--- config.mk ---
export PLATFORM = sky130hd
export DESIGN_NAME = raster_sweep_ctrl_flat
export DESIGN_NICKNAME = d
export VERILOG_FILES = /design/src/rtl/raster_sweep_ctrl_if.sv /design/src/rtl/raster_sweep_ctrl.sv /design/src/flat_wrapper.sv
export SDC_FILE = /design/constraint.sdc
export NUM_CORES = 1
export LEC_CHECK = 0
export CORE_UTILIZATION = 47
export DETAILED_ROUTE_END_ITERATION = 6
export PLACE_DENSITY = 0.76
export SLEW_MARGIN = 15
export SYNTH_ARGS = -nofsm -noshare
export SYNTH_HDL_FRONTEND = slang
export SYNTH_SLANG_ARGS = --single-unit
--- constraint.sdc ---
create_clock -name clk_i -period 2 [get_ports clk_i]
set_input_delay 0.2 -clock clk_i [delete_from_list [all_inputs] [get_ports clk_i]]
set_output_delay 0.2 -clock clk_i [all_outputs]
set_load 0.01 [all_outputs]
--- src/rtl/raster_sweep_ctrl_if.sv ---
// rtl/raster_sweep_ctrl_if.sv - control, configuration and beat stream of the raster sweep sequencer
interface raster_sweep_ctrl_if #(
  parameter int ColBits  = 5,
  parameter int RowBits  = 5,
  parameter int AddrBits = 10
);
  logic                start_i;
  logic                abort_i;
  logic [ColBits-1:0]  last_col_i;
  logic [RowBits-1:0]  last_row_i;
  logic [AddrBits-1:0] base_addr_i;
  logic [AddrBits-1:0] row_pitch_i;
  logic                valid_o;
  logic                ready_i;
  logic [ColBits-1:0]  col_o;
  logic [RowBits-1:0]  row_o;
  logic [AddrBits-1:0] addr_o;
  logic                last_o;
  logic                busy_o;
  logic                done_o;

  modport master (
    input  start_i, abort_i, last_col_i, last_row_i, base_addr_i, row_pitch_i, ready_i,
    output valid_o, col_o, row_o, addr_o, last_o, busy_o, done_o
  );

  modport slave (
    output start_i, abort_i, last_col_i, last_row_i, base_addr_i, row_pitch_i, ready_i,
    input  valid_o, col_o, row_o, addr_o, last_o, busy_o, done_o
  );
endinterface

--- src/rtl/raster_sweep_ctrl.sv ---
// rtl/raster_sweep_ctrl.sv - 2D raster sweep sequencer emitting (col,row,addr) beats
module raster_sweep_ctrl #(
  parameter int ColBits  = 5,
  parameter int RowBits  = 5,
  parameter int AddrBits = 10
) (
  input  logic                 clk_i,
  input  logic                 arst_ni,
  raster_sweep_ctrl_if.master  bus
);

  typedef enum logic [1:0] {IDLE, RUN, DONE} state_t;

  state_t              state_q, state_d;
  logic [ColBits-1:0]  col_q, last_col_q;
  logic [RowBits-1:0]  row_q, last_row_q;
  logic [AddrBits-1:0] addr_q, row_base_q, pitch_q;

  logic at_col_end, at_row_end, xfer, launch;

  assign at_col_end = (col_q == last_col_q);
  assign at_row_end = (row_q == last_row_q);
  assign xfer       = (state_q == RUN) & bus.ready_i & ~bus.abort_i;
  assign launch     = (state_q == IDLE) & bus.start_i & ~bus.abort_i;

  always_ff @(posedge clk_i or negedge arst_ni) begin
    if (!arst_ni) begin
      state_q <= IDLE;
    end else begin
      state_q <= state_d;
    end
  end

  always_comb begin
    state_d = state_q;
    unique case (state_q)
      IDLE: if (launch) state_d = RUN;
      RUN: begin
        if (bus.abort_i) state_d = IDLE;
        else if (xfer && at_col_end && at_row_end) state_d = DONE;
      end
      DONE:    state_d = IDLE;
      default: state_d = IDLE;
    endcase
  end

  // Address advances by accumulation: +1 along a row, row_base+pitch at a row turn.
  always_ff @(posedge clk_i or negedge arst_ni) begin
    if (!arst_ni) begin
      col_q      <= '0;
      row_q      <= '0;
      addr_q     <= '0;
      row_base_q <= '0;
      last_col_q <= '0;
      last_row_q <= '0;
      pitch_q    <= '0;
    end else if (launch) begin
      last_col_q <= bus.last_col_i;
      last_row_q <= bus.last_row_i;
      pitch_q    <= bus.row_pitch_i;
      col_q      <= '0;
      row_q      <= '0;
      addr_q     <= bus.base_addr_i;
      row_base_q <= bus.base_addr_i;
    end else if (xfer) begin
      if (!at_col_end) begin
        col_q  <= col_q + ColBits'(1);
        addr_q <= addr_q + AddrBits'(1);
      end else if (!at_row_end) begin
        col_q      <= '0;
        row_q      <= row_q + RowBits'(1);
        row_base_q <= row_base_q + pitch_q;
        addr_q     <= row_base_q + pitch_q;
      end
    end
  end

  assign bus.valid_o = (state_q == RUN);
  assign bus.busy_o  = (state_q == RUN) | (state_q == DONE);
  assign bus.done_o  = (state_q == DONE);
  assign bus.col_o   = col_q;
  assign bus.row_o   = row_q;
  assign bus.addr_o  = addr_q;
  assign bus.last_o  = at_col_end & at_row_end & bus.valid_o;

`ifdef ENABLE_SIMULATION_ASSERTS
  a_hold_stable : assert property (@(posedge clk_i) disable iff (!arst_ni)
    (bus.valid_o && !bus.ready_i && !bus.abort_i) |=>
      ($stable(col_q) && $stable(row_q) && $stable(addr_q) && $stable(bus.last_o)));
  a_done_pulse : assert property (@(posedge clk_i) disable iff (!arst_ni)
    bus.done_o |=> !bus.done_o);
`endif

endmodule

--- src/flat_wrapper.sv ---
// flat-port wrapper written by rule: the top's interface ports become plain ports
module raster_sweep_ctrl_flat 
#(
  parameter int ColBits  = 5,
  parameter int RowBits  = 5,
  parameter int AddrBits = 10
)
  (clk_i, arst_ni, bus_start_i, bus_abort_i, bus_last_col_i, bus_last_row_i, bus_base_addr_i, bus_row_pitch_i, bus_ready_i, bus_valid_o, bus_col_o, bus_row_o, bus_addr_o, bus_last_o, bus_busy_o, bus_done_o);
  raster_sweep_ctrl_if #(.ColBits(ColBits), .RowBits(RowBits), .AddrBits(AddrBits)) bus_i ();
  input  logic clk_i;
  input  logic arst_ni;
  input wire logic [$bits(bus_i.start_i)-1:0] bus_start_i;
  input wire logic [$bits(bus_i.abort_i)-1:0] bus_abort_i;
  input wire logic [$bits(bus_i.last_col_i)-1:0] bus_last_col_i;
  input wire logic [$bits(bus_i.last_row_i)-1:0] bus_last_row_i;
  input wire logic [$bits(bus_i.base_addr_i)-1:0] bus_base_addr_i;
  input wire logic [$bits(bus_i.row_pitch_i)-1:0] bus_row_pitch_i;
  input wire logic [$bits(bus_i.ready_i)-1:0] bus_ready_i;
  output wire logic [$bits(bus_i.valid_o)-1:0] bus_valid_o;
  output wire logic [$bits(bus_i.col_o)-1:0] bus_col_o;
  output wire logic [$bits(bus_i.row_o)-1:0] bus_row_o;
  output wire logic [$bits(bus_i.addr_o)-1:0] bus_addr_o;
  output wire logic [$bits(bus_i.last_o)-1:0] bus_last_o;
  output wire logic [$bits(bus_i.busy_o)-1:0] bus_busy_o;
  output wire logic [$bits(bus_i.done_o)-1:0] bus_done_o;
  assign bus_i.start_i = bus_start_i;
  assign bus_i.abort_i = bus_abort_i;
  assign bus_i.last_col_i = bus_last_col_i;
  assign bus_i.last_row_i = bus_last_row_i;
  assign bus_i.base_addr_i = bus_base_addr_i;
  assign bus_i.row_pitch_i = bus_row_pitch_i;
  assign bus_i.ready_i = bus_ready_i;
  assign bus_valid_o = bus_i.valid_o;
  assign bus_col_o = bus_i.col_o;
  assign bus_row_o = bus_i.row_o;
  assign bus_addr_o = bus_i.addr_o;
  assign bus_last_o = bus_i.last_o;
  assign bus_busy_o = bus_i.busy_o;
  assign bus_done_o = bus_i.done_o;
  raster_sweep_ctrl #(.ColBits(ColBits), .RowBits(RowBits), .AddrBits(AddrBits)) u_core (.clk_i(clk_i), .arst_ni(arst_ni), .bus(bus_i));
endmodule
==> results.yml <==
sta:
  setup_ws_ps: -119.0
  period_share_pct: 106.0
  final.setup.tns_ps: -393.3
  hold_violations: 0
  setup_viol: 5
  clock.fmax_ghz: 0.4719
  relSlewSlack_pct: 69.70
  tightestPinTransition_ps: 452.8
  rsz0062_at_grt: "yes"
  fin_crit_ps: 2119
  slew_violations: 0
  timing.hold.ws_ps: 391.5
  skew_ps: 17.80
logic_synthesis:
  synthMuxAreaShare_pct: 2.661
  syn_inst: 358
  synthDistinctLibCells: 52
  syn_area_um2: 3103
  synth-xor-area-share_pct: 6.774
  synth-compound-area-share_pct: 16.49
  seq_area_frac_synth_pct: 41.94
  ys_ff_latch: 52
  async_reset_ff_share_pct: 100.0
  synthSimpleGateAreaFrac_pct: 22.70
  synth-main-ff-cell: "dfrtp_1"
  synth_fa_ha_area_share_pct: 6.694
  post_synth.cell_area_avg_um2: 8.668
  yosys_warnings: 0
  syn-num-nets: 409
  synth_top_family_by_area: "simple AND/OR/NAND/NOR gates"
  synth_edf_count: 0
global_routing:
  grt_pass1_vias: 2807
  grt.total_usage_pct: 24.62
  antenna_found_initial: 0
  grt-ovfl-total: 0
  grt_pass1_wl_mm: 13.77
  grt_max_degree: 53
pwr:
  p_sw_w: 0.002772
  p_sw_share_pct: 42.47
  p_per_area_nw_per_um2: 1513
  vdd.ir_drop.worst_v: 0.0007198
  clkPwrFrac_pct: 11.2
  seqPwrFrac_pct: 28.7
  internal-power_w: 0.003755
  p_comb_share_pct: 60.1
  total_leakage_power_nw: 1.851
routing:
  viasPerCell: 5.686
  wl_per_cell_um: 16.18
  drt_pre_antenna_iters: 5
  vias: 3002
  wl_mm: 8.544
  antenna_left: 0
  drt_iter0_markers: 244
  drc: 0
cts:
  cts_tree: "done"
  htree_levels: 2
  clock_latency_ps: 320
  cts_sinks: 52
  cts_root_buf: "clkbuf_8"
  cts_inserted_buffers: 5
  clkTransAtPathRegs_ps: 110
  cts.path.max_buffers: 2
worst_setup_path:
  cp-start-kind: "flop"
  r2r-start: "u_core.row_base_q[0]"
  worst-endpoint-required_ps: 2190
  path_max_fanout: 2
  path_class: "reg -> reg"
  cpPeakStageDelay_ps: 400
  worst_r2r_endpoint: "u_core.bus.addr_o[8]"
  r2r_cells: 8
  cp.arrival_ps: 2310
  critPathCaptureType: "flop"
  critical_path.slowest_cell: "dfrtp_1"
  path_cells: "ha_2, fa_2, a211oi_4, nor3_2, mux2i_1, or3_4, o22ai_2, a211oi_1"
  reg2reg_setup_slack_ps: -120
outcome:
  violations: "negative setup slack"
  status: "finished, violations left"
final_layout:
  multiInputGateArea_um2: 1906
  drive_above_1_share_pct: 18.63
  fin_nets: 501
  final_common_cell: "nand2_1"
  layout.cells.non_filler: 528
  mostFrequentLayoutCells: "nand2_1, clkdlybuf4s50_1, dfrtp_1"
  antenna_cells: 0
  num-fill-cells: 497
  synthToLayoutAreaGrowth_pct: 39.03
  register_area_um2: 1304
flow_run:
  maxCapViolCount: 0
die:
  die_x_um: 83.26
  coreArea_um2: 6350
  die_h_um: 83.26
  ios: 59
  rows: 29
  die-area_um2: 6931
  initial_core_util_pct: 48.87
place:
  post-dp-hpwl_mm: 5.936
  place.gp.congestion: 0.8978
  port-buffer-count: 58
  placedCellCount: 513
min_path:
  worstHoldPathType: "in -> async"
power by group through the flow:
stage	combinational, W	clock [W]	sequential [W]
floorplan	0.00216	0	0.00181
global placement	0.00328	0	0.00182
detailed placement	0.00337	0	0.00185
CTS	0.00350	0.000738	0.00183
global route	0.00427	0.000775	0.00193
finish	0.00393	0.000729	0.00187
registers in the layout, summed over array words and instances, names as in the netlist:
register,cells
u_core.bus.addr_o,10
u_core.bus.col_o,5
u_core.bus.row_o,5
u_core.last_col_q,5
u_core.last_row_q,5
u_core.pitch_q,10
u_core.row_base_q,10
u_core.state_q,2
final cells by class:
type | count | area share (%)
multi-input combinational | 289 | 44.17
sequential | 52 | 30.22
timing repair buffer | 96 | 20.36
tap | 77 | 2.233
clock buffer | 6 | 1.682
clock inverter | 2 | 0.8121
inverter | 6 | 0.5220
routing by layer:
layer / global-route usage [%] / vias up / share of wire [%]
li1: - / 1434 / -
met1: 34.69 / 1438 / 44
met2: 39.72 / 116 / 48
met3: 3.976 / 14 / 6.4
met4: 6.113 / 0 / 1.5
met5: 0 / - / 0
through the flow:
stage               worst slack [ps]  power (W)  util, %  area [µm²]
detailed placement            -176.6   0.005213    62.84        3990
CTS                           -150.6   0.006069    65.38        4151
global route                  -207.2   0.006972    67.94        4314
global placement              -129.7   0.005099    62.84        3990
floorplan                     -14.88   0.003976        -        3113
finish                        -119.0   0.006527    67.94        4314
worst max-delay path by stage:
stage                    startpoint              endpoint  slack [ps]  depth (start not counted)
3_3_place_gp   u_core.row_base_q[0]  u_core.bus.addr_o[8]        -130                          8
2_1_floorplan  u_core.row_base_q[0]  u_core.bus.addr_o[8]         -10                          8
6_report       u_core.row_base_q[0]  u_core.bus.addr_o[8]        -120                          8
4_1_cts        u_core.row_base_q[0]  u_core.bus.addr_o[8]        -150                          8
3_5_place_dp   u_core.row_base_q[0]  u_core.bus.addr_o[8]        -180                          8
5_1_grt        u_core.row_base_q[0]  u_core.bus.addr_o[8]        -210                          8
Yosys cell counts (all sizes together) (2+ instances only):
| master | n | area, µm² |
|---|---|---|
| clkbuf | 9 | 33.78 |
| mux2 | 2 | 22.52 |
| nor3 | 8 | 45.04 |
| or2 | 2 | 15.02 |
| inv | 6 | 22.52 |
| nor4 | 3 | 25.02 |
| a21o | 3 | 22.52 |
| nand3 | 15 | 87.59 |
| a31oi | 7 | 43.79 |
| and2 | 3 | 18.77 |
| xnor2 | 17 | 148.9 |
| dfrtp | 52 | 1301 |
| xor2 | 7 | 61.31 |
| a21oi | 23 | 115.1 |
| nor2 | 23 | 96.35 |
| ha | 15 | 187.7 |
| a211oi | 9 | 67.56 |
| buf | 4 | 28.78 |
| o21ai | 24 | 123.9 |
| mux2i | 6 | 60.06 |
| o21bai | 3 | 22.52 |
| or3 | 4 | 25.02 |
| o21a | 2 | 15.01 |
| o211ai | 3 | 22.52 |
| nand2 | 91 | 341.6 |
cell families (layout without fill, tap and decap cells):
family / count (synthesis) / in the layout
and+or+nand+nor: 156 / 157
AOI/OAI and AO/OA: 83 / 84
DFF: 52 / 52
xor gates and xnor gates: 24 / 24
buffers and inverters: 19 / 110
adders and majority gates: 16 / 16
muxes: 8 / 8
worst max-delay path: cells and delay by family, from the launching register on:
family                     cells  cell delay, ps
AOI/OAI and AO/OA              3             490
DFF                            1             400
adders and majority gates      2             580
and+or+nand+nor                2             420
muxes                          1             130
what timing repair did:
item / in CTS / in global routing
hold buffers: 1 / 0
gates cloned: 1 / 1
gates resized for setup: 7 / 30
buffers inserted: 1 / 3
pin swaps: 6 / 12
hold endpoints to repair: 52 / 0
setup endpoints to repair: 13 / 21
Power figures use the tool's default switching activity.
==> variant: new RTL, same flow settings <==
`AddrBits` is set to 10 in 3 places; all go to 9.
--- a/src/rtl/raster_sweep_ctrl_if.sv
+++ b/src/rtl/raster_sweep_ctrl_if.sv
@@ -2,7 +2,7 @@
 interface raster_sweep_ctrl_if #(
   parameter int ColBits  = 5,
   parameter int RowBits  = 5,
-  parameter int AddrBits = 10
+  parameter int AddrBits = 9
 );
   logic                start_i;
   logic                abort_i;
--- a/src/rtl/raster_sweep_ctrl.sv
+++ b/src/rtl/raster_sweep_ctrl.sv
@@ -2,7 +2,7 @@
 module raster_sweep_ctrl #(
   parameter int ColBits  = 5,
   parameter int RowBits  = 5,
-  parameter int AddrBits = 10
+  parameter int AddrBits = 9
 ) (
   input  logic                 clk_i,
   input  logic                 arst_ni,
--- a/src/flat_wrapper.sv
+++ b/src/flat_wrapper.sv
@@ -3,7 +3,7 @@
 #(
   parameter int ColBits  = 5,
   parameter int RowBits  = 5,
-  parameter int AddrBits = 10
+  parameter int AddrBits = 9
 )
   (clk_i, arst_ni, bus_start_i, bus_abort_i, bus_last_col_i, bus_last_row_i, bus_base_addr_i, bus_row_pitch_i, bus_ready_i, bus_valid_o, bus_col_o, bus_row_o, bus_addr_o, bus_last_o, bus_busy_o, bus_done_o);
   raster_sweep_ctrl_if #(.ColBits(ColBits), .RowBits(RowBits), .AddrBits(AddrBits)) bus_i ();
Interface: changed (resized bus_addr_o, bus_base_addr_i and bus_row_pitch_i); port bits go from 59 to 56. No check against the original RTL was run, so the function may have changed too.
==> variant against the original RTL <==
The flow finishes with violations (negative hold slack, negative setup slack). Core utilization is 0.13 points higher. Routed wire length fell by 14%. Sequential cell count fell by 3. Final cell count fell by 8.3%. Hold slack got worse by 420 ps. Cell area down 6.0%. Via count is 14% lower. Worst setup slack better by 64 ps. Maximum frequency grew 3.1%. Count of clock-buffer cells in the layout decreased by 1. Total power fell by 1.9%. Area after synthesis is 6.2% lower. Synthesized cell count is 11% lower. Largest power group unchanged. Highest routed layer unchanged.
==> variant: results (changes against the original RTL) <==
- Mux cell area share after synthesis: 0.0353 (+0.00864)
- Failing checks: negative hold slack, negative setup slack
- Met2 Resource Use GR: 0.403 (+0.00537)
- Internal: 0.00373 W (-0.62%)
- Top post-synthesis cells by count: 69 x nand2_1, 49 x dfrtp_1, 28 x nor2_1
- Global-route wire length before repair: 12,100 microns (-12%)
- Maximum buffer depth of the clock tree: 2 (unchanged)
- Final hold slack: -26.5 ps (-418 ps)
- GR Util met3: 0.0489 (+0.00910)
- Clock latency on the worst-skew pair: 320 ps (about the same)
- Synth area leaders: dfrtp_1 42%, nand2_1 8.9%, ha_1 6.4%
- Largest net degree at the start of global routing: 50 (-5.7%)
- Starting DRT DRC Count: 169 (-31%)
- Final HPWL DP: 5130 microns (-14%)
- Cells after synthesis: 317 (-11%)
- Vias in the first global route: 2,550 (-9.2%)
- Critical path arrival: 2270 ps (-40 ps)
- CTS H-tree lvls: 2 (unchanged)
- Post-DP Area: 3770 sq um (-5.5%)
- Post-synthesis compound-gate area fraction: 0.160 (-0.00542)
- Sequential fraction of the synthesis area: 0.421 (+0.00197)
- Crit Reg-Reg Endpoint: u_core.row_base_q[8]$_DFFE_PN0P_
- Routed vias/inst: 5.36 (-5.7%)
- Initial antenna violation count: 0 (unchanged)
- Grt met1 use: 0.323 (-0.0243)
- Global-route usage over all layers: 0.246 (-0.000252)
- Slew @ Worst Pin: 633 ps (+180 ps)
- XOR/XNOR share of the synthesized area: 0.0782 (+0.0105)
- Max VDD drop: 0.643 mV (-11%)
- Worst Skew: 11.3 ps (-6.50 ps)
- Port bufs: 55 (-5.2%)
- Max Fanout on Critical Path: 3 (+1)
- Hold Fails Final Rpt: 48 (+48)
- Share of cells above drive strength 1: 0.198 (+0.0118)
- Setup WS post-layout: -54.9 ps (+64.2 ps)
- CTS Buf Count: 5 (unchanged)
- Met1 wire length: 3340 microns (-11%)
- Mapped Nets: 366 (-11%)
- WL met2: 3550 microns (-14%)
- RR Startpoint: u_core.row_base_q[4]$_DFFE_PN0P_
- Outcome: complete, but fails checks
- DP Worst Slack: -136 ps (+41.0 ps)
- Critical path's largest stage delay: 420 ps (+20 ps)
- Synth Area in Adders: 0.0714 (+0.00443)
- Final net count: 457 (-8.8%)
- Final wirelength: 7320 microns (-14%)
- Routed met3 length: 321 microns (-41%)
- P_leak: 1.80 nW (-2.6%)
- RD Place Congestion: 0.893 (-0.55%)
- Setup_tns: -92.4 ps (+301 ps)
- Placed cells: 470 (-8.4%)
- CP top delay family: compound AO/OA/AOI/OAI gates
- Setup violators final: 2 (-3)
- Pre-antenna DRT Iters: 4 (-1)
- Final Non-Filler Cells: 484 (-8.3%)
- Slowest-stage cell, CP: dfrtp_1
## variant: changes by cell type after synthesis, sizes merged, moves of 4 or more
cell and delta:
a21oi -9, nor3 -6, nand3 -7, nand2 -19
o41ai +4, a211oi -5, or3 -4, o31ai +6
nor2 +6, xor2 +5
## variant: layout make-up
class | count | area (sq um)
fillers | 482 | 1900
multi-input cells | 250 | 1720
flip-flops and latches | 49 | 1230
repair buffers | 95 | 852
well taps | 75 | 93.8
clock buffers | 5 | 68.8
clock inverters | 3 | 68.8
inverters | 7 | 26.3
## variant: power groups by stage
stage / Clock [W] / Combinational [W] / Sequential, W
detailed placement: 0 / 0.00335 / 0.00177
global placement: 0 / 0.00325 / 0.00175
global route: 0.000919 / 0.00410 / 0.00185
CTS: 0.000872 / 0.00347 / 0.00176
finish: 0.000869 / 0.00375 / 0.00179
floorplan: 0 / 0.00211 / 0.00176
## variant: what timing repair did
action / CTS / global route
resized for setup: 6 / 18
cloned: 0 / 1
setup buffers: 4 / 1
setup endpoints to repair: 7 / 16
pin swaps: 7 / 5
